File: config.mk
export PLATFORM = sky130hd
export DESIGN_NAME = mconst_fetch_flat
export DESIGN_NICKNAME = d
export VERILOG_FILES = /design/src/rtl/mconst_fetch_if.sv /design/src/rtl/mconst_fetch.sv /design/src/flat_wrapper.sv
export SDC_FILE = /design/constraint.sdc
export NUM_CORES = 1
export LEC_CHECK = 0
export CAP_MARGIN = 20
export CORE_ASPECT_RATIO = 1.5
export CORE_MARGIN = 2
export CORE_UTILIZATION = 35
export DETAILED_ROUTE_END_ITERATION = 10
export GPL_TIMING_DRIVEN = 0
export PLACE_DENSITY_LB_ADDON = 0.12
export SYNTH_ARGS = -nofsm -noshare
export SYNTH_HDL_FRONTEND = slang
export SYNTH_SLANG_ARGS = --single-unit
File: constraint.sdc
create_clock -name clk -period 2.7 [get_ports clk]
set_input_delay 0.54 -clock clk [delete_from_list [all_inputs] [get_ports clk]]
set_output_delay 0.54 -clock clk [all_outputs]
set_load 0.02 [all_outputs]
File: src/rtl/mconst_fetch_if.sv
// Handshake and byte-memory bundle between mconst_fetch, program memory
// and the MCONST constant input.
interface mconst_fetch_if #(
   parameter int ADDR_WIDTH = 16
);
   logic                  start;
   logic [ADDR_WIDTH-1:0] base_addr;
   logic                  busy;
   logic                  mem_rd;
   logic [ADDR_WIDTH-1:0] mem_addr;
   logic [7:0]            mem_data;
   logic [31:0]           const_out;
   logic                  const_valid;
   logic                  const_ready;

   modport slave (
      input  start, base_addr, mem_data, const_ready,
      output busy, mem_rd, mem_addr, const_out, const_valid
   );

   modport master (
      output start, base_addr, mem_data, const_ready,
      input  busy, mem_rd, mem_addr, const_out, const_valid
   );
endinterface

File: src/rtl/mconst_fetch.sv
// Four-beat byte fetch of a 32-bit constant for MCONST, valid/ready output.
// Define MCONST_FETCH_BIG_ENDIAN_EN to place byte base+0 in const_out[31:24].
module mconst_fetch #(
   parameter int ADDR_WIDTH = 16
) (
   input  logic        clk,
   input  logic        reset_n,
   mconst_fetch_if.slave bus
);
   typedef enum logic [1:0] {
      IDLE  = 2'd0,
      FETCH = 2'd1,
      HOLD  = 2'd2
   } state_t;

   localparam logic [ADDR_WIDTH-1:0] ONE = ADDR_WIDTH'(1);

   state_t                state, state_n;
   logic [1:0]            k, k_n;
   logic [1:0]            lane;
   logic                  rd_q, rd_n;
   logic [ADDR_WIDTH-1:0] addr_q, addr_n;
   logic [31:0]           word_q, word_n;
   logic                  busy_q;
   logic                  valid_q;

`ifdef MCONST_FETCH_BIG_ENDIAN_EN
   assign lane = ~k;
`else
   assign lane = k;
`endif

   // k is the byte being read this cycle; it is captured at the closing edge
   always_comb begin
      state_n = state;
      k_n     = k;
      rd_n    = rd_q;
      addr_n  = addr_q;
      word_n  = word_q;
      case (state)
         IDLE: begin
            if (bus.start) begin
               state_n = FETCH;
               k_n     = 2'd0;
               rd_n    = 1'b1;
               addr_n  = bus.base_addr;
            end
         end
         FETCH: begin
            word_n[{lane, 3'b000} +: 8] = bus.mem_data;
            if (k == 2'd3) begin
               state_n = HOLD;
               rd_n    = 1'b0;
            end else begin
               k_n    = k + 2'd1;
               addr_n = addr_q + ONE;
            end
         end
         HOLD: begin
            if (bus.const_ready) begin
               if (bus.start) begin
                  state_n = FETCH;
                  k_n     = 2'd0;
                  rd_n    = 1'b1;
                  addr_n  = bus.base_addr;
               end else begin
                  state_n = IDLE;
               end
            end
         end
         default: state_n = IDLE;
      endcase
   end

   always_ff @(posedge clk or negedge reset_n) begin
      if (!reset_n) begin
         state   <= IDLE;
         k       <= 2'd0;
         rd_q    <= 1'b0;
         addr_q  <= '0;
         word_q  <= '0;
         busy_q  <= 1'b0;
         valid_q <= 1'b0;
      end else begin
         state   <= state_n;
         k       <= k_n;
         rd_q    <= rd_n;
         addr_q  <= addr_n;
         word_q  <= word_n;
         busy_q  <= (state_n != IDLE);
         valid_q <= (state_n == HOLD);
      end
   end

   assign bus.busy        = busy_q;
   assign bus.mem_rd      = rd_q;
   assign bus.mem_addr    = addr_q;
   assign bus.const_out   = word_q;
   assign bus.const_valid = valid_q;
endmodule

File: src/flat_wrapper.sv
// flat-port wrapper written by rule: the top's interface ports become plain ports
module mconst_fetch_flat 
#(
   parameter int ADDR_WIDTH = 16
)
  (clk, reset_n, bus_start, bus_base_addr, bus_mem_data, bus_const_ready, bus_busy, bus_mem_rd, bus_mem_addr, bus_const_out, bus_const_valid);
  mconst_fetch_if #(.ADDR_WIDTH(ADDR_WIDTH)) bus_i ();
  input  logic clk;
  input  logic reset_n;
  input wire logic [$bits(bus_i.start)-1:0] bus_start;
  input wire logic [$bits(bus_i.base_addr)-1:0] bus_base_addr;
  input wire logic [$bits(bus_i.mem_data)-1:0] bus_mem_data;
  input wire logic [$bits(bus_i.const_ready)-1:0] bus_const_ready;
  output wire logic [$bits(bus_i.busy)-1:0] bus_busy;
  output wire logic [$bits(bus_i.mem_rd)-1:0] bus_mem_rd;
  output wire logic [$bits(bus_i.mem_addr)-1:0] bus_mem_addr;
  output wire logic [$bits(bus_i.const_out)-1:0] bus_const_out;
  output wire logic [$bits(bus_i.const_valid)-1:0] bus_const_valid;
  assign bus_i.start = bus_start;
  assign bus_i.base_addr = bus_base_addr;
  assign bus_i.mem_data = bus_mem_data;
  assign bus_i.const_ready = bus_const_ready;
  assign bus_busy = bus_i.busy;
  assign bus_mem_rd = bus_i.mem_rd;
  assign bus_mem_addr = bus_i.mem_addr;
  assign bus_const_out = bus_i.const_out;
  assign bus_const_valid = bus_i.const_valid;
  mconst_fetch #(.ADDR_WIDTH(ADDR_WIDTH)) u_core (.clk(clk), .reset_n(reset_n), .bus(bus_i));
endmodule
==> metrics.log <==
[metrics] number of enable flip-flop cells after synthesis: 0
[metrics] area overhead of the layout relative to synthesis: 39.2%
[metrics] total wire length after detailed routing: between 7000 and 8000 um
[metrics] clock sinks: 55
[metrics] antenna diode count: 0
[metrics] post-synth design cell area: about 2600 sq um
[metrics] vertical die dimension: ~110 um
[metrics] Port Buffers: a little under 80
[metrics] kind of end point of the critical path: register
[metrics] number of max-cap violations: 0
[metrics] antenna violations before repair: 0
[metrics] maximum VDD drop: approximately 0.63 mV
[metrics] worst slew pin tran: around 1 ns
[metrics] post-route clock period utilization: roughly 86%
[metrics] number of fill cells: about 670
[metrics] cell type contributing the most total cell area after synthesis: sky130_fd_sc_hd__dfrtp_1
[metrics] cell class contributing the biggest share of worst-path delay: simple AND/OR/NAND/NOR gates
[metrics] Bufs on Longest Clock Path: 2
[metrics] number of CTS-inserted buffers: 5
[metrics] Tightest Hold Check Type: input port to async pin
[metrics] startpoint-to-endpoint class of the critical path: register to register
[metrics] clock tree from TritonCTS: yes
[metrics] primary flip-flop cell chosen by synthesis mapping: sky130_fd_sc_hd__dfrtp_1
[metrics] row cnt: 38
[metrics] Leak Pwr: around 1.5 nW
[metrics] sw frac: approximately 45%
[metrics] post-CTS repair timing setup buffer count: 0
[metrics] slowest cell on the critical path: sky130_fd_sc_hd__or4b_1
[metrics] share of post-route cells with drive strength above 1: under 10%
[metrics] number of top-level pins: 79
[metrics] power consumption: ~4.8 mW
[metrics] via count of the first global-routing pass: roughly 2200
[metrics] startpoint type of the worst setup path: register
[metrics] number of vias in the routed layout: 2233
[metrics] Initial Util: a little over a third
[metrics] sequential power share: about 33%
[metrics] number of vias per cell after detailed routing: about 5.3
[metrics] CTS H-tree depth: 2
[metrics] Worst Path Required: slightly below 3 ns
[metrics] Mean Syn Cell Area: 11.1 sq um
[metrics] DRC marker count from the first detailed-route iteration: around 120
[metrics] pin count of the biggest net entering global routing: 40
[metrics] clock transition at the registers of the reported paths: around 0.1 ns
[metrics] Reg area: roughly 1400 sq um
[metrics] Internal Power: ~2.7 mW
[metrics] placed inst area: about 3500 sq um
[metrics] root buffer cell: sky130_fd_sc_hd__clkbuf_8
[metrics] wire length of the first global-routing pass: ~12000 um
[metrics] Net count, final: ~350
[metrics] total die area: 8080 sq um
[metrics] DRT antenna net count: 0
[metrics] worst slew margin relative to its limit: between 30% and 40%
[metrics] area of the multi-input gates: around 1100 sq um
[metrics] first-pass detailed-route iteration total: 5
[metrics] Syn Nets: between 200 and 300
[metrics] Fin. Hold Viols: 0
[metrics] All-Layer GR Usage: about a fifth
[metrics] RSZ-0062 raised after global routing: no
[metrics] area of the core region: 7180 sq um
[metrics] Comb power frac: between 50% and 60%
[metrics] warnings from Yosys: 0
[metrics] portion of synthesized cell area occupied by the leading cell type: 53.4%
[metrics] Yosys reg bits: between 50 and 60
[metrics] clock network fraction of total power: around a tenth
[metrics] number of distinct library cells after synthesis: between 40 and 50
[metrics] number of remaining DRC errors: 0
[metrics] Final Wtd Congestion: 0.769
[metrics] die width: around 74 um
[metrics] Switching Power: ~2.2 mW
[metrics] pwr dens: 1350 nW/um^2
[metrics] endpoint arrival time on the critical path: between 2 and 3 ns
[metrics] async set or reset register ratio after synthesis: between 90% and 100%
[metrics] fin. max-slew vios: 0
[metrics] maximum clock rate: 0.433 GHz
[metrics] post-synthesis instance total: approximately 230
[metrics] placed wire-length estimate after detailed placement: roughly 5100 um
[metrics] worst-path fanout max: 8
[metrics] result of the run: completed
[metrics] Synth area leaders: sky130_fd_sc_hd__dfrtp_1, sky130_fd_sc_hd__a22o_1, sky130_fd_sc_hd__nand2_1, sky130_fd_sc_hd__ha_1, sky130_fd_sc_hd__a21oi_1
[metrics] cells resized by post-CTS repair: 0
[metrics] shortest period the worst path allows: between 2 and 2.5 ns
[metrics] routed length per instance: approximately 17 um
[metrics] total gr overflow: 0
[metrics] Max Clock Skew: between 0.008 and 0.009 ns
[metrics] clock insertion delay at the later pin of the skew report: ~0.31 ns
[metrics] register area share after synthesis: roughly 53%
[metrics] final setup vio count: 0
[metrics] Crit path buffers/inverters: 1
[metrics] final instance area: ~3600 sq um
[metrics] crit path cell chain: ha_1, or3b_1, buf_2, a21boi_1, or4b_1, nand3_1
[metrics] Post-CTS Hold Buffers: 0
[metrics] Worst path max stage delay: ~0.56 ns
-- layout make-up --
class,count,share of cell area [%]
Inverter,5,0.523
Sequential cell,55,38.4
Multi-Input combinational cell,162,31.6
Clock buffer,5,1.92
Tap cell,100,3.49
Timing Repair Buffer,79,22.2
Buffer,10,1.36
Clock inverter,3,0.558
-- state kept, by name, summed over array words and instances (netlist names) --
name,count
u_core.bus.const_out,32
u_core.bus.mem_addr,16
u_core.k,2
u_core.state,2
u_core.bus.busy,1
u_core.bus.const_valid,1
u_core.bus.mem_rd,1
-- cells by family after synthesis --
group / Yosys count / synth area share (%)
muxes: 4 / 1.55
AOI/OAI and AO/OA: 86 / 23.8
and+or+nand+nor: 65 / 15.2
adders and majority gates: 7 / 3.40
buffers and inverters: 15 / 2.62
DFF: 55 / 53.4
-- per-layer routing --
metal	up-vias	wire (um)	track usage, %
li1	1052	-	-
met1	1097	2970	23.9
met2	77	3630	31.8
met3	7	453	4.34
met5	-	0	0
met4	0	106	7.01
-- cell usage after synthesis, types with 2 or more instances --
library cell / count
sky130_fd_sc_hd__nand4_1: 2
sky130_fd_sc_hd__buf_1: 2
sky130_fd_sc_hd__o31ai_1: 2
sky130_fd_sc_hd__dfrtp_1: 55
sky130_fd_sc_hd__nor4b_4: 2
sky130_fd_sc_hd__o21a_1: 3
sky130_fd_sc_hd__mux2i_1: 4
sky130_fd_sc_hd__and4_1: 2
sky130_fd_sc_hd__o21ai_0: 11
sky130_fd_sc_hd__a21oi_1: 16
sky130_fd_sc_hd__ha_1: 7
sky130_fd_sc_hd__nand2_1: 25
sky130_fd_sc_hd__a22o_1: 32
sky130_fd_sc_hd__o22ai_1: 4
sky130_fd_sc_hd__a2111oi_0: 2
sky130_fd_sc_hd__nand3_1: 7
sky130_fd_sc_hd__inv_1: 4
sky130_fd_sc_hd__a31oi_1: 3
sky130_fd_sc_hd__a211oi_1: 4
sky130_fd_sc_hd__nor3_1: 4
sky130_fd_sc_hd__buf_2: 2
sky130_fd_sc_hd__clkbuf_1: 4
sky130_fd_sc_hd__nand2b_1: 4
sky130_fd_sc_hd__nor2_1: 6
-- worst paths after layout --
path / start / end / slack, ns / depth (start not counted)
max in group asynchronous: reset_n / u_core.bus.const_out[25]$_DFFE_PN0P_ / 2.01 / 2
setup reg to reg: u_core.k[0]$_DFFE_PN0P_ / u_core.bus.mem_addr[15]$_DFFE_PN0P_ / 0.39 / 6
min in group clk: u_core.bus.const_out[25]$_DFFE_PN0P_ / u_core.bus.const_out[25]$_DFFE_PN0P_ / 0.52 / 1
hold reg to reg: u_core.bus.const_out[25]$_DFFE_PN0P_ / u_core.bus.const_out[25]$_DFFE_PN0P_ / 0.52 / 1
hold / removal: reset_n / u_core.bus.mem_addr[15]$_DFFE_PN0P_ / 0.15 / 1
setup / recovery: u_core.k[0]$_DFFE_PN0P_ / u_core.bus.mem_addr[15]$_DFFE_PN0P_ / 0.39 / 6
-- layout by cell type (no fill, tap or decap), drive strengths merged, types with 2 or more instances in the layout --
cell and instances:
nor2 6, o31ai 2, a211oi 4, a2111oi 2
nand4 3, nand2b 4, and4 3, nor3 4
clkdlybuf4s50 77, nor4b 3, o21a 3, nand3 8
clkinvlp 2, clkbuf 10, nand2 25, inv 5
a21oi 16, nor4 2, mux2i 4, a31oi 3
buf 7, dfrtp 55, o21ai 12, ha 7
o22ai 4, a22o 32, a21boi 2
-- per-stage QoR --
| step | utilization (%) | instances | setup WS [ns] | hold slack (ns) | TNS [ns] |
|---|---|---|---|---|---|
| 3_3_place_gp | 48.5 | 410 | -0.697 | 0.490 | -38.03 |
| 3_5_place_dp | 48.7 | 411 | 0.386 | 0.491 | 0 |
| 2_1_floorplan | - | 232 | 0.625 | 0.244 | 0 |
| 4_1_cts | 50.0 | 419 | 0.368 | 0.145 | 0 |
| 6_report | 50.0 | 419 | 0.391 | 0.147 | 0 |
| 5_1_grt | 50.0 | 419 | 0.205 | 0.159 | 0 |
-- power by group through the flow --
stage / sequential [mW] / clock (mW) / combinational, mW
after CTS: 1.59 / 0.484 / 2.81
after global placement: 1.60 / 0 / 2.77
after floorplan: 2.00 / 0 / 1.18
final: 1.59 / 0.461 / 2.79
after global routing: 1.66 / 0.511 / 3.05
after detailed placement: 1.59 / 0 / 2.81
Note: power is estimated with default switching activity, not from simulation.
==> RTL edit: new RTL, same flow settings <==
`ADDR_WIDTH` is set to 16 in 3 places; all go to 18.
--- a/src/rtl/mconst_fetch_if.sv
+++ b/src/rtl/mconst_fetch_if.sv
@@ -1,7 +1,7 @@
 // Handshake and byte-memory bundle between mconst_fetch, program memory
 // and the MCONST constant input.
 interface mconst_fetch_if #(
-   parameter int ADDR_WIDTH = 16
+   parameter int ADDR_WIDTH = 18
 );
    logic                  start;
    logic [ADDR_WIDTH-1:0] base_addr;
--- a/src/rtl/mconst_fetch.sv
+++ b/src/rtl/mconst_fetch.sv
@@ -1,7 +1,7 @@
 // Four-beat byte fetch of a 32-bit constant for MCONST, valid/ready output.
 // Define MCONST_FETCH_BIG_ENDIAN_EN to place byte base+0 in const_out[31:24].
 module mconst_fetch #(
-   parameter int ADDR_WIDTH = 16
+   parameter int ADDR_WIDTH = 18
 ) (
    input  logic        clk,
    input  logic        reset_n,
--- a/src/flat_wrapper.sv
+++ b/src/flat_wrapper.sv
@@ -1,7 +1,7 @@
 // flat-port wrapper written by rule: the top's interface ports become plain ports
 module mconst_fetch_flat 
 #(
-   parameter int ADDR_WIDTH = 16
+   parameter int ADDR_WIDTH = 18
 )
   (clk, reset_n, bus_start, bus_base_addr, bus_mem_data, bus_const_ready, bus_busy, bus_mem_rd, bus_mem_addr, bus_const_out, bus_const_valid);
   mconst_fetch_if #(.ADDR_WIDTH(ADDR_WIDTH)) bus_i ();
Interface: changed (resized bus_base_addr and bus_mem_addr); port bits go from 79 to 83. No check against the original RTL was run, so the function may have changed too.
==> RTL edit against the original RTL <==
Cell area grew 11%. Worst setup slack gained 0.20 ns. Global-route usage shrank 0.18 points. Sequential share of layout area shrank 2.6 points. Sequential cell count grew 2. Synthesized area grew 5.2%. Power grew 14%. Wire length grew 5.7%. Largest power group unchanged.
==> RTL edit: results (changes against the original RTL) <==
stage	metric	value	unit	change
logic_synthesis	synth.distinct_cells	45		was 49
routing	drt_wl_total	7570	um	was 7160 um
logic_synthesis	ys_seq_area_share	52.6	%	was 53.4%
timing	skew	0.00565	ns	was 0.00897 ns
clock_network	post_cts_resized	0		unchanged
routing	drtIter0Drc	111		was 118
clock_network	clk_pin_slew	0.05	ns	was 0.10 ns
grt	grt_usage	18.9	%	was 19.1%
power_and_ir_drop	ir_drop	0.618	mV	was 0.629 mV
grt	antenna_found_initial	0		unchanged
logic_synthesis	synth_commonest_cells	57 x dfrtp_1, 32 x a22o_1, 16 x a21oi_1		was 55 x dfrtp_1, 32 x a22o_1, 25 x nand2_1
power_and_ir_drop	leakage	1.66	nW	was 1.51 nW
place	place_worst_setup_slack	0.404	ns	was 0.386 ns
routing	drt-wirelength-per-cell	17.3	um	was 17.1 um
critical_path	arrival	2.37	ns	was 2.56 ns
place	gp_congestion	0.831		was 0.769
logic_synthesis	synth_nets	273		was 267
timing	slew_headroom	59.8	%	was 34.0%
timing	hold_slack	0.219	ns	was 0.147 ns
outcome	status	finished clean		unchanged
logic_synthesis	synthTopCellsByArea	dfrtp_1 53%, a22o_1 10%, a21oi_1 3.0%		was dfrtp_1 53%, a22o_1 11%, nand2_1 3.6%
logic_synthesis	syn-instance-count	237		was 232
place	placed_cells	422		was 411
clock_network	clock-root-buffer	clkbuf_16		was clkbuf_8
clock_network	htree_levels	3		was 2
routing	drt_pass1_iterations	4		was 5
layout	drive_above_1_share	10.7	%	was 7.21%
timing	min_period_over_period	78.1	%	was 85.5%
clock_network	cts_inserted_buffers	9		was 5
place	place.detailed.hpwl	5570	um	was 5090 um
layout	fin_nets	367		was 353
routing	via_count	2327		was 2233
grt	grt_pass1_vias	2379		was 2220
place	portBuffers	82		was 78
==> RTL edit: path summary, 6_finish.rpt <==
check	to	depth (start not counted)
min	u_core.bus.const_out[6]	1
min in group clk	u_core.bus.const_out[31]	1
max	u_core.bus.const_out[28]	4
max reg2reg	u_core.bus.const_out[28]	4
max in group asynchronous	u_core.bus.mem_addr[1]	2
min reg2reg	u_core.bus.const_out[31]	1
==> RTL edit: kinds of logic after synthesis <==
family | after synthesis | synth area share (%)
AOI/OAI and AO/OA | 85 | 23.7
DFF | 57 | 52.6
buffers and inverters | 12 | 2.26
and+or+nand+nor | 73 | 17.0
adders and majority gates | 6 | 2.77
muxes | 4 | 1.71
==> RTL edit: routing by layer <==
layer	wire, um	global-route usage [%]
met1	3050	22.7
met2	4010	31.6
met3	388	5.16
met4	119	6.90
met5	0	0
==> RTL edit: power by group <==
| part | internal (W) | switching, W |
|---|---|---|
| Clock | 0.000787 | 0.000375 |
| Sequential | 0.00123 | 0.000365 |
| Combinational | 0.00127 | 0.00150 |
| Total | 0.00329 | 0.00224 |
==> RTL edit: per-stage QoR <==
step                utilization (%)  cell area, um2
floorplan                         -            2710
global placement               48.4            3660
detailed placement             48.6            3680
CTS                            52.7            3990
global route                   52.7            3990
finish                         52.7            3990
==> RTL edit: worst max-delay path: stages, from the launching register on <==
cell and delay, ns:
dfrtp_1 0.52, inv_1 0.22, ha_1 0.45, nor4_4 0.62
a22o_1 0.22
==> RTL edit: final cells by class <==
| type | instances | area, um2 |
|---|---|---|
| Buffer | 8 | 43.8 |
| Clock buffer | 14 | 274 |
| Clock inverter | 2 | 35.0 |
| Fill cell | 699 | 3580 |
| Inverter | 4 | 17.5 |
| Multi-Input combinational cell | 168 | 1220 |
| Sequential cell | 57 | 1430 |
| Tap cell | 102 | 128 |
| Timing Repair Buffer | 83 | 836 |
